## src/rtl/compression_gain_stage_if.sv

```systemverilog
// Sample/level handshake bundle between the level detector side and the
// compression gain stage. The master drives a request with its operands; the
// slave returns the scaled sample, the applied gain and a done level.
interface compression_gain_stage_if;
  logic              start;
  logic signed [8:0] level_db;
  logic signed [7:0] audio_in;
  logic signed [7:0] audio_out;
  logic signed [8:0] gain_db;
  logic              done;

  modport master (
    output start, level_db, audio_in,
    input  audio_out, gain_db, done
  );

  modport slave (
    input  start, level_db, audio_in,
    output audio_out, gain_db, done
  );
endinterface

```

## src/rtl/compression_gain_stage.sv

```systemverilog
// Static compressor gain computer and sample scaler. The gain in dB is
// split into 6 dB octaves (power-of-two shift) plus a 0..5 dB fractional
// step looked up as a Q8 mantissa; the octave count comes from a
// subtract-by-6 loop, one step per clock.
module compression_gain_stage #(
  parameter int THRESHOLD    = 20,
  parameter int RATIO_SHIFT  = 2,
  parameter int MAKE_UP_GAIN = 10
) (
  input logic                     clock,
  input logic                     reset,
  compression_gain_stage_if.slave bus
);

  localparam int DATA_W = 8;
  localparam int COEF_W = 10;

  typedef enum logic [2:0] {IDLE, GAIN, DIV, MUL, SAT} state_t;

  state_t                    state_q, state_d;
  logic signed [8:0]         lvl_q, lvl_d;
  logic signed [DATA_W-1:0]  aud_q, aud_d;
  logic signed [8:0]         g_q, g_d;
  logic [6:0]                rem_q, rem_d;
  logic [3:0]                k_q, k_d;
  logic [2:0]                r_q, r_d;
  logic signed [4:0]         q_q, q_d;
  logic signed [23:0]        p_q, p_d;
  logic signed [DATA_W-1:0]  audio_out_q, audio_out_d;
  logic signed [8:0]         gain_db_q, gain_db_d;
  logic                      done_q, done_d;

  logic signed [10:0]        over;
  logic signed [10:0]        red;
  logic signed [11:0]        graw;

  // Limit the computed gain to the supported -48..+24 dB window.
  function automatic logic signed [8:0] clamp_gain(input logic signed [11:0] g);
    if (g > 12'sd24)       return 9'sd24;
    else if (g < -12'sd48) return -9'sd48;
    else                   return g[8:0];
  endfunction

  // Saturate a wide product down to the output sample range.
  function automatic logic signed [DATA_W-1:0] sat8(input logic signed [23:0] s);
    if (s > 24'sd127)       return 8'sd127;
    else if (s < -24'sd128) return -8'sd128;
    else                    return s[7:0];
  endfunction

  // Apply the octave shift and drop the Q8 fraction with floor rounding.
  function automatic logic signed [DATA_W-1:0] scale_sat(input logic signed [23:0] p,
                                                          input logic signed [4:0]  q);
    logic signed [23:0] s;
    logic [4:0]         sh;
    sh = '0;
    if (q >= 0) begin
      s = (p <<< q[2:0]) >>> 8;
    end else begin
      sh = 5'(5'sd8 - q);
      s  = p >>> sh;
    end
    return sat8(s);
  endfunction

  // 2^(r/6) in Q8 for the fractional dB step.
  function automatic logic [COEF_W-1:0] mant_lut(input logic [2:0] r);
    case (r)
      3'd0:    return 10'd256;
      3'd1:    return 10'd287;
      3'd2:    return 10'd323;
      3'd3:    return 10'd362;
      3'd4:    return 10'd406;
      3'd5:    return 10'd456;
      default: return 10'd256;
    endcase
  endfunction

  // Next-state and datapath updates for each FSM phase.
  always_comb begin
    state_d     = state_q;
    lvl_d       = lvl_q;
    aud_d       = aud_q;
    g_d         = g_q;
    rem_d       = rem_q;
    k_d         = k_q;
    r_d         = r_q;
    q_d         = q_q;
    p_d         = p_q;
    audio_out_d = audio_out_q;
    gain_db_d   = gain_db_q;
    done_d      = done_q;
    over        = '0;
    red         = '0;
    graw        = '0;
    case (state_q)
      IDLE: begin
        if (bus.start) begin
          lvl_d   = bus.level_db;
          aud_d   = bus.audio_in;
          done_d  = 1'b0;
          state_d = GAIN;
        end
      end
      GAIN: begin
        over    = 11'(lvl_q) - 11'(THRESHOLD);
        red     = (over > 0) ? (over - (over >>> RATIO_SHIFT)) : 11'sd0;
        graw    = 12'(MAKE_UP_GAIN) - 12'(red);
        g_d     = clamp_gain(graw);
        rem_d   = 7'(clamp_gain(graw) + 9'sd48);
        k_d     = '0;
        state_d = DIV;
      end
      DIV: begin
        if (rem_q >= 7'd6) begin
          rem_d = rem_q - 7'd6;
          k_d   = k_q + 4'd1;
        end else begin
          r_d     = rem_q[2:0];
          q_d     = $signed({1'b0, k_q}) - 5'sd8;
          state_d = MUL;
        end
      end
      MUL: begin
        p_d     = 24'(aud_q) * $signed(24'(mant_lut(r_q)));
        state_d = SAT;
      end
      SAT: begin
        audio_out_d = scale_sat(p_q, q_q);
        gain_db_d   = g_q;
        done_d      = 1'b1;
        state_d     = IDLE;
      end
      default: state_d = IDLE;
    endcase
  end

  // State and datapath registers; reset clears everything.
  always_ff @(posedge clock) begin
    if (reset) begin
      state_q     <= IDLE;
      lvl_q       <= '0;
      aud_q       <= '0;
      g_q         <= '0;
      rem_q       <= '0;
      k_q         <= '0;
      r_q         <= '0;
      q_q         <= '0;
      p_q         <= '0;
      audio_out_q <= '0;
      gain_db_q   <= '0;
      done_q      <= 1'b0;
    end else begin
      state_q     <= state_d;
      lvl_q       <= lvl_d;
      aud_q       <= aud_d;
      g_q         <= g_d;
      rem_q       <= rem_d;
      k_q         <= k_d;
      r_q         <= r_d;
      q_q         <= q_d;
      p_q         <= p_d;
      audio_out_q <= audio_out_d;
      gain_db_q   <= gain_db_d;
      done_q      <= done_d;
    end
  end

  assign bus.audio_out = audio_out_q;
  assign bus.gain_db   = gain_db_q;
  assign bus.done      = done_q;

endmodule

```

## src/flat_wrapper.sv

```systemverilog
// flat-port wrapper written by rule: the top's interface ports become plain ports
module compression_gain_stage_flat 
#(
  parameter int THRESHOLD    = 20,
  parameter int RATIO_SHIFT  = 2,
  parameter int MAKE_UP_GAIN = 10
)
  (clock, reset, bus_start, bus_level_db, bus_audio_in, bus_audio_out, bus_gain_db, bus_done);
  compression_gain_stage_if bus_i ();
  input logic clock;
  input logic reset;
  input wire logic [$bits(bus_i.start)-1:0] bus_start;
  input wire logic [$bits(bus_i.level_db)-1:0] bus_level_db;
  input wire logic [$bits(bus_i.audio_in)-1:0] bus_audio_in;
  output wire logic [$bits(bus_i.audio_out)-1:0] bus_audio_out;
  output wire logic [$bits(bus_i.gain_db)-1:0] bus_gain_db;
  output wire logic [$bits(bus_i.done)-1:0] bus_done;
  assign bus_i.start = bus_start;
  assign bus_i.level_db = bus_level_db;
  assign bus_i.audio_in = bus_audio_in;
  assign bus_audio_out = bus_i.audio_out;
  assign bus_gain_db = bus_i.gain_db;
  assign bus_done = bus_i.done;
  compression_gain_stage #(.THRESHOLD(THRESHOLD), .RATIO_SHIFT(RATIO_SHIFT), .MAKE_UP_GAIN(MAKE_UP_GAIN)) u_core (.clock(clock), .reset(reset), .bus(bus_i));
endmodule
```

## config.mk

```make
export PLATFORM = sky130hd
export DESIGN_NAME = compression_gain_stage_flat
export DESIGN_NICKNAME = d
export VERILOG_FILES = /design/src/rtl/compression_gain_stage_if.sv /design/src/rtl/compression_gain_stage.sv /design/src/flat_wrapper.sv
export SDC_FILE = /design/constraint.sdc
export NUM_CORES = 1
export LEC_CHECK = 0
export CORE_ASPECT_RATIO = 0.7
export CORE_MARGIN = 1.5
export CORE_UTILIZATION = 60
export CTS_CLUSTER_DIAMETER = 100
export DETAILED_ROUTE_END_ITERATION = 16
export PLACE_DENSITY = 0.79
export REMOVE_ABC_BUFFERS = 1
export SYNTH_ARGS = -nofsm -noshare
export SYNTH_HDL_FRONTEND = slang
export SYNTH_SLANG_ARGS = --single-unit
```

## constraint.sdc

```tcl
create_clock -name clock -period 9.4 [get_ports clock]
set_clock_uncertainty 0.2 [all_clocks]
set_input_delay 2.82 -clock clock [delete_from_list [all_inputs] [get_ports clock]]
set_output_delay 2.82 -clock clock [all_outputs]
set_load 0.01 [all_outputs]
```

After elaboration in Yosys (flattened, before gate mapping). Index checks and enable logic that the tools add are counted.

Register bits: 90. Logic and storage cells: 70. Input port bits: 20.

Add/sub/neg operators: 8. Equal/unequal tests: 12. Shifts and indexed selects: 2. Bitwise operators: 1. $mul: 1. Reduce and logical (&&, ||, !) cells: 8. $lt $le $gt $ge: 7. Mux-type cells: 19.

Operators with widths (number): $mux W24 (2); $pmux W8 S5 (1); $gt A24 B8 Y1 const B (1); $lt A24 B8 Y1 const B (1); $sshl A24 B3 Y24 (1); $sshr A24 B5 Y24 (1); $mul A8 B11 Y19 (1); $mux W9 (2); $mux W8 (2); $mux W7 (2); $pmux W7 S2 (1); $eq A3 B2 Y1 const B (4); $gt A12 B6 Y1 const B (1); $lt A12 B7 Y1 const B (1); $pmux W3 S4 (1); $sub A5 B11 Y12 const A (1); $mux W11 (1); $sub A10 B8 Y11 (1); $gt A10 B1 Y1 const B (1); $mux W10 (1); $reduce_and A2 Y1 (5); $sub A9 B6 Y10 const B (1); $eq A3 B3 Y1 const B (3); $pmux W4 S2 (1); 17 further kinds (21).

Logic depth before layout (Yosys ltp).
Depth in word-level cells: 10. Depth in mapped cells: 22. Depth with buffers taken out: 21.

Worst setup path before layout. No wires, ideal clock.

Path type: register to register. From: register u_core.r_q[2]. To: register u_core.p_q[22]. Required time: 9.080 ns. Arrival time: 5.083 ns. Setup time: 0.120 ns. Cell stages (with the launch flop): 21. Path slack: 3.997 ns. Period minus slack after synthesis: 5.403 ns. Cell sequence: dfxtp_1 > clkbuf_1 > xnor2_1 > nor2_1 > and2_1 > inv_1 > fa_1 > fa_1 > fa_1 > fa_1 > inv_1 > ha_1 > nor2b_1 > o21a_1 > o21ai_0 > a211o_1 > a21oi_1 > nor3_1 > o41ai_1 > nor4_1 > a211o_1.

Word-level cells in the longest chain between the ends: 4. Elaborated cells between the ends (all ways): 8. Classes of those cells: mul (1); eq/ne (5); mux (2).

Ends and longest elaborated chain: from (decl) (line compression_gain_stage.sv:26) `logic [2:0] r_q, r_d;`; from (signal assigned) (line compression_gain_stage.sv:160) `r_q <= r_d;`; $eq A3 B3 Y1, or another cell as far along (line compression_gain_stage.sv:68) `case (r)`; $pmux W8 S5 * (line compression_gain_stage.sv:68); $mux W10 * (line compression_gain_stage.sv:96) `case (state_q)`; $mul A8 B11 Y19 * (line compression_gain_stage.sv:125) `p_d = 24'(aud_q) * $signed(24'(mant_lut(r_q)));`; to (signal assigned) (line compression_gain_stage.sv:162) `p_q <= p_d;`; to (decl) (line compression_gain_stage.sv:28) `logic signed [23:0] p_q, p_d;`.

Mark *: on every way between the ends. The rest lies on a longest branch, timed or not. The select of a mux whose other input is x is not followed. A chain may end at the register's enable or synchronous reset.

Worst setup path in the final report. Ends and elaborated chain as after synthesis.

==> metrics.txt <==
Peak supply drop=approximately 0.00012 V; Clock Sinks=between 80 and 90; Synth Area in Adders=approximately 19%; Core Util, Final=approximately two thirds; Yosys cell types=77; crit path cell chain=nor2b_1 > a21o_1 > nand2_1 > fa_1 > fa_1 > inv_1 > fa_1 > fa_1 > ha_1 > o21a_1 > o21ai_0 > a211o_1 > a21oi_1 > nor3_1 > o41ai_1 > nor4_1 > a211o_1; share of layout cells above drive strength 1=7.92%; register area share after synthesis=slightly above 20%; GRT Total Usage=between 20 and 30%; setup TNS=0 ns; WL/cell=15.9 um; Total Die Area=approximately 15000 um2; ys async rst share=0%; hold depth=2; CP peak stage delay=0.54 ns; storage element area=approximately 1700 um2; mux share of post-synthesis cell area=between 10% and 20%; Setup Crit Path Kind=reg2reg; DRC=0; final setup fails=0; Num CTS Buffers=9; pin count of the biggest net entering global routing=82; R2R setup slack=about 3.4 ns; R2R cell count=17; Post-CTS Repair Setup Buffers=0; final hold violation count=0; FF-to-FF End=u_core.p_q[22]; most used cell, CP=fa_1; Worst slew margin=between 20 and 25%; slew of the pin with the lowest slew margin=~1.2 ns; First-pass DRT Iterations=5; Root Buffer=clkbuf_16; Hold Crit Start=u_core.bus.gain_db[7]; Die Width=144 um; leakage=~3.7 nW; die height=roughly 100 um; HP Class=reg2reg; worst r2r src=u_core.r_q[2]; critical path's top delay family=adder cells; Detailed Place HPWL=14200 um; grt total ovfl=0; crit-path max FO=10; multi-input gate area in the final layout=between 6000 and 7000 um2; Power Density=166 nW/um2; Buf/Inv on CP=1; final non-filler cell total=between 1000 and 1500; largest family of logic cells by synthesized area=simple AND/OR/NAND/NOR gates; CP required=approximately 9.4 ns; boundary pin count=38; CP max-delay cell=nor2b_1; Yosys reg bits=84; Top FF cell, synth=dfxtp_1; Port Buffer Count=37; via count=7019; initial core utilization=roughly 62%; Simple-Gate Fraction of Synth Area=between 20% and 30%; Syn. warnings=0; Final ANT Viol Nets=0; placed insts=about 1200; CTS max path bufs=2; Post-Synth XOR/XNOR Area=roughly 4.2%; Critical Path Source Type=flip-flop; area grow syn2layout=8.76%; Hold Path Sink=u_core.bus.gain_db[7]; highest clock rate=around 170 MHz; compound-gate portion of the synthesized area=between 15 and 20%; Netlist Area Pre-Place=slightly above 8000 um2; initial antenna violation count=0; Syn Inst Count=about 990; Routed WL=18800 um; GPL Wtd Cong=between 0.9 and 1; Worst path depth=17; filler instances=roughly 1100; initial DRC count=between 500 and 600; htree depth=3; vias per std cell=5.94; fin. max-slew vios=0; final worst path period share=64.1%; Syn Area/Cell=around 8.4 um2; CTS tree=built; floorplan core area=13400 um2; first-pass GRT wire length=32500 um; RSZ-0062 raised after global routing=no; Worst Path Arrival=6.06 ns; Reg clk slew, reported paths=about 0.06 ns; crit path capture type=flip-flop; Post-synth EDFFs=0; vias in the first global route=between 6000 and 7000; Max Cap Viol=0; NumNets Final=around 1100; Resized cells post-CTS=0; Final min period=between 6 and 7 ns; ANT cells=0; num rows=35; hold buffer count at cts=0; worst skew pair latency=0.35 ns; outcome=completed
==> metrics by stage <==
step	power (mW)	setup WS (ns)	hold slack (ns)	instance area, um2
2_1_floorplan	0.934	4.09	0.223	8040
3_3_place_gp	1.08	3.71	0.235	8710
4_1_cts	1.49	3.46	0.254	9040
5_1_grt	1.60	3.04	0.260	9040
3_5_place_dp	1.09	3.52	0.239	8710
6_report	1.50	3.37	0.253	9040
==> flip-flops by register name (all words and copies together) (netlist names) <==
| name | count |
|---|---|
| u_core.p_q | 19 |
| u_core.bus.gain_db | 9 |
| u_core.g_q | 9 |
| u_core.lvl_q | 9 |
| u_core.aud_q | 8 |
| u_core.bus.audio_out | 8 |
| u_core.rem_q | 7 |
| u_core.k_q | 4 |
| u_core.q_q | 4 |
| u_core.r_q | 3 |
| u_core.state_q | 3 |
| u_core.bus.done | 1 |
==> cells in the final DEF, fill, tap and decap left out, types with 26 or more instances in the layout <==
| master | synthesis | routed |
|---|---|---|
| a21oi_1 | 77 | 77 |
| and2_1 | 35 | 35 |
| clkdlybuf4s50_1 | 0 | 36 |
| dfxtp_1 | 84 | 83 |
| fa_1 | 45 | 45 |
| ha_1 | 56 | 56 |
| inv_1 | 84 | 84 |
| mux2i_1 | 28 | 28 |
| nand2_1 | 165 | 165 |
| nor2_1 | 63 | 63 |
| o21ai_0 | 31 | 31 |
| xnor2_1 | 26 | 26 |
==> power breakdown <==
| part | switching [mW] | internal (mW) |
|---|---|---|
| Clock | 0.157 | 0.240 |
| Combinational | 0.402 | 0.257 |
| Sequential | 0.0521 | 0.388 |
==> kinds of logic (layout without fill, tap and decap cells) <==
family	after synthesis	count (layout)
compound gates	205	205
flops	84	84
buf+inv	138	147
xor+xnor	37	37
fa+ha+maj	101	101
simple gates	358	358
mux	65	65
==> layer usage <==
| layer | wire [um] | track usage (%) |
|---|---|---|
| met5 | 0 | 0 |
| met4 | 245 | 6.44 |
| met3 | 1290 | 4.92 |
| met2 | 8060 | 42.6 |
| met1 | 9200 | 41.8 |
==> cells in the mapped netlist (3+ instances only) <==
master	n	area, um2
a211o_1	4	35.0
a211oi_1	15	113
a21o_1	9	67.6
a21oi_1	77	385
a311oi_1	4	35.0
a31oi_1	6	37.5
and2_1	35	219
and3_1	5	31.3
buf_2	7	35.0
buf_4	4	30.0
buf_6	4	45.0
clkbuf_1	35	131
dfxtp_1	84	1680
fa_1	45	901
ha_1	56	701
inv_1	84	315
mux2_2	10	113
mux2i_1	28	280
mux4_1	9	236
mux4_2	18	405
nand2_1	165	619
nand2b_1	9	56.3
nand3_1	17	85.1
nand3b_1	3	22.5
nor2_1	63	236
nor2b_1	8	50.1
nor3_1	21	105
nor3b_1	3	22.5
nor4_1	5	31.3
nor4b_1	3	26.3
o211ai_1	13	97.6
o21a_1	5	37.5
o21ai_0	31	155
o21bai_1	3	22.5
o221ai_1	3	26.3
o31a_1	3	26.3
o31ai_1	4	30.0
or2_2	3	18.8
or3_1	5	31.3
xnor2_1	26	228
xor2_1	8	70.1
==> how the worst max path moves through the flow <==
stage | endpoint | from | slack (ns)
finish | u_core.p_q[22] | u_core.r_q[2] | 3.37
global route | u_core.p_q[22] | u_core.r_q[2] | 3.04
CTS | u_core.p_q[22] | u_core.r_q[2] | 3.46
detailed placement | u_core.p_q[22] | u_core.r_q[2] | 3.52
global placement | u_core.p_q[22] | u_core.r_q[2] | 3.71
floorplan | u_core.p_q[22] | u_core.r_q[2] | 4.09
==> layout make-up <==
cell class	count	share of cell area (%)
tap	185	2.56
clock inverter	6	0.955
clock buffer	10	2.64
timing repair buffer	46	4.79
inverter	85	3.53
multi-input combinational	766	66.9
sequential	84	18.6
==> worst min-delay path, cell delays in order, from the launching register on <==
cell and delay, ns:
dfxtp_1 0.31, nand2_1 0.05, a21oi_1 0.05
(Power assumes the default switching activity.)
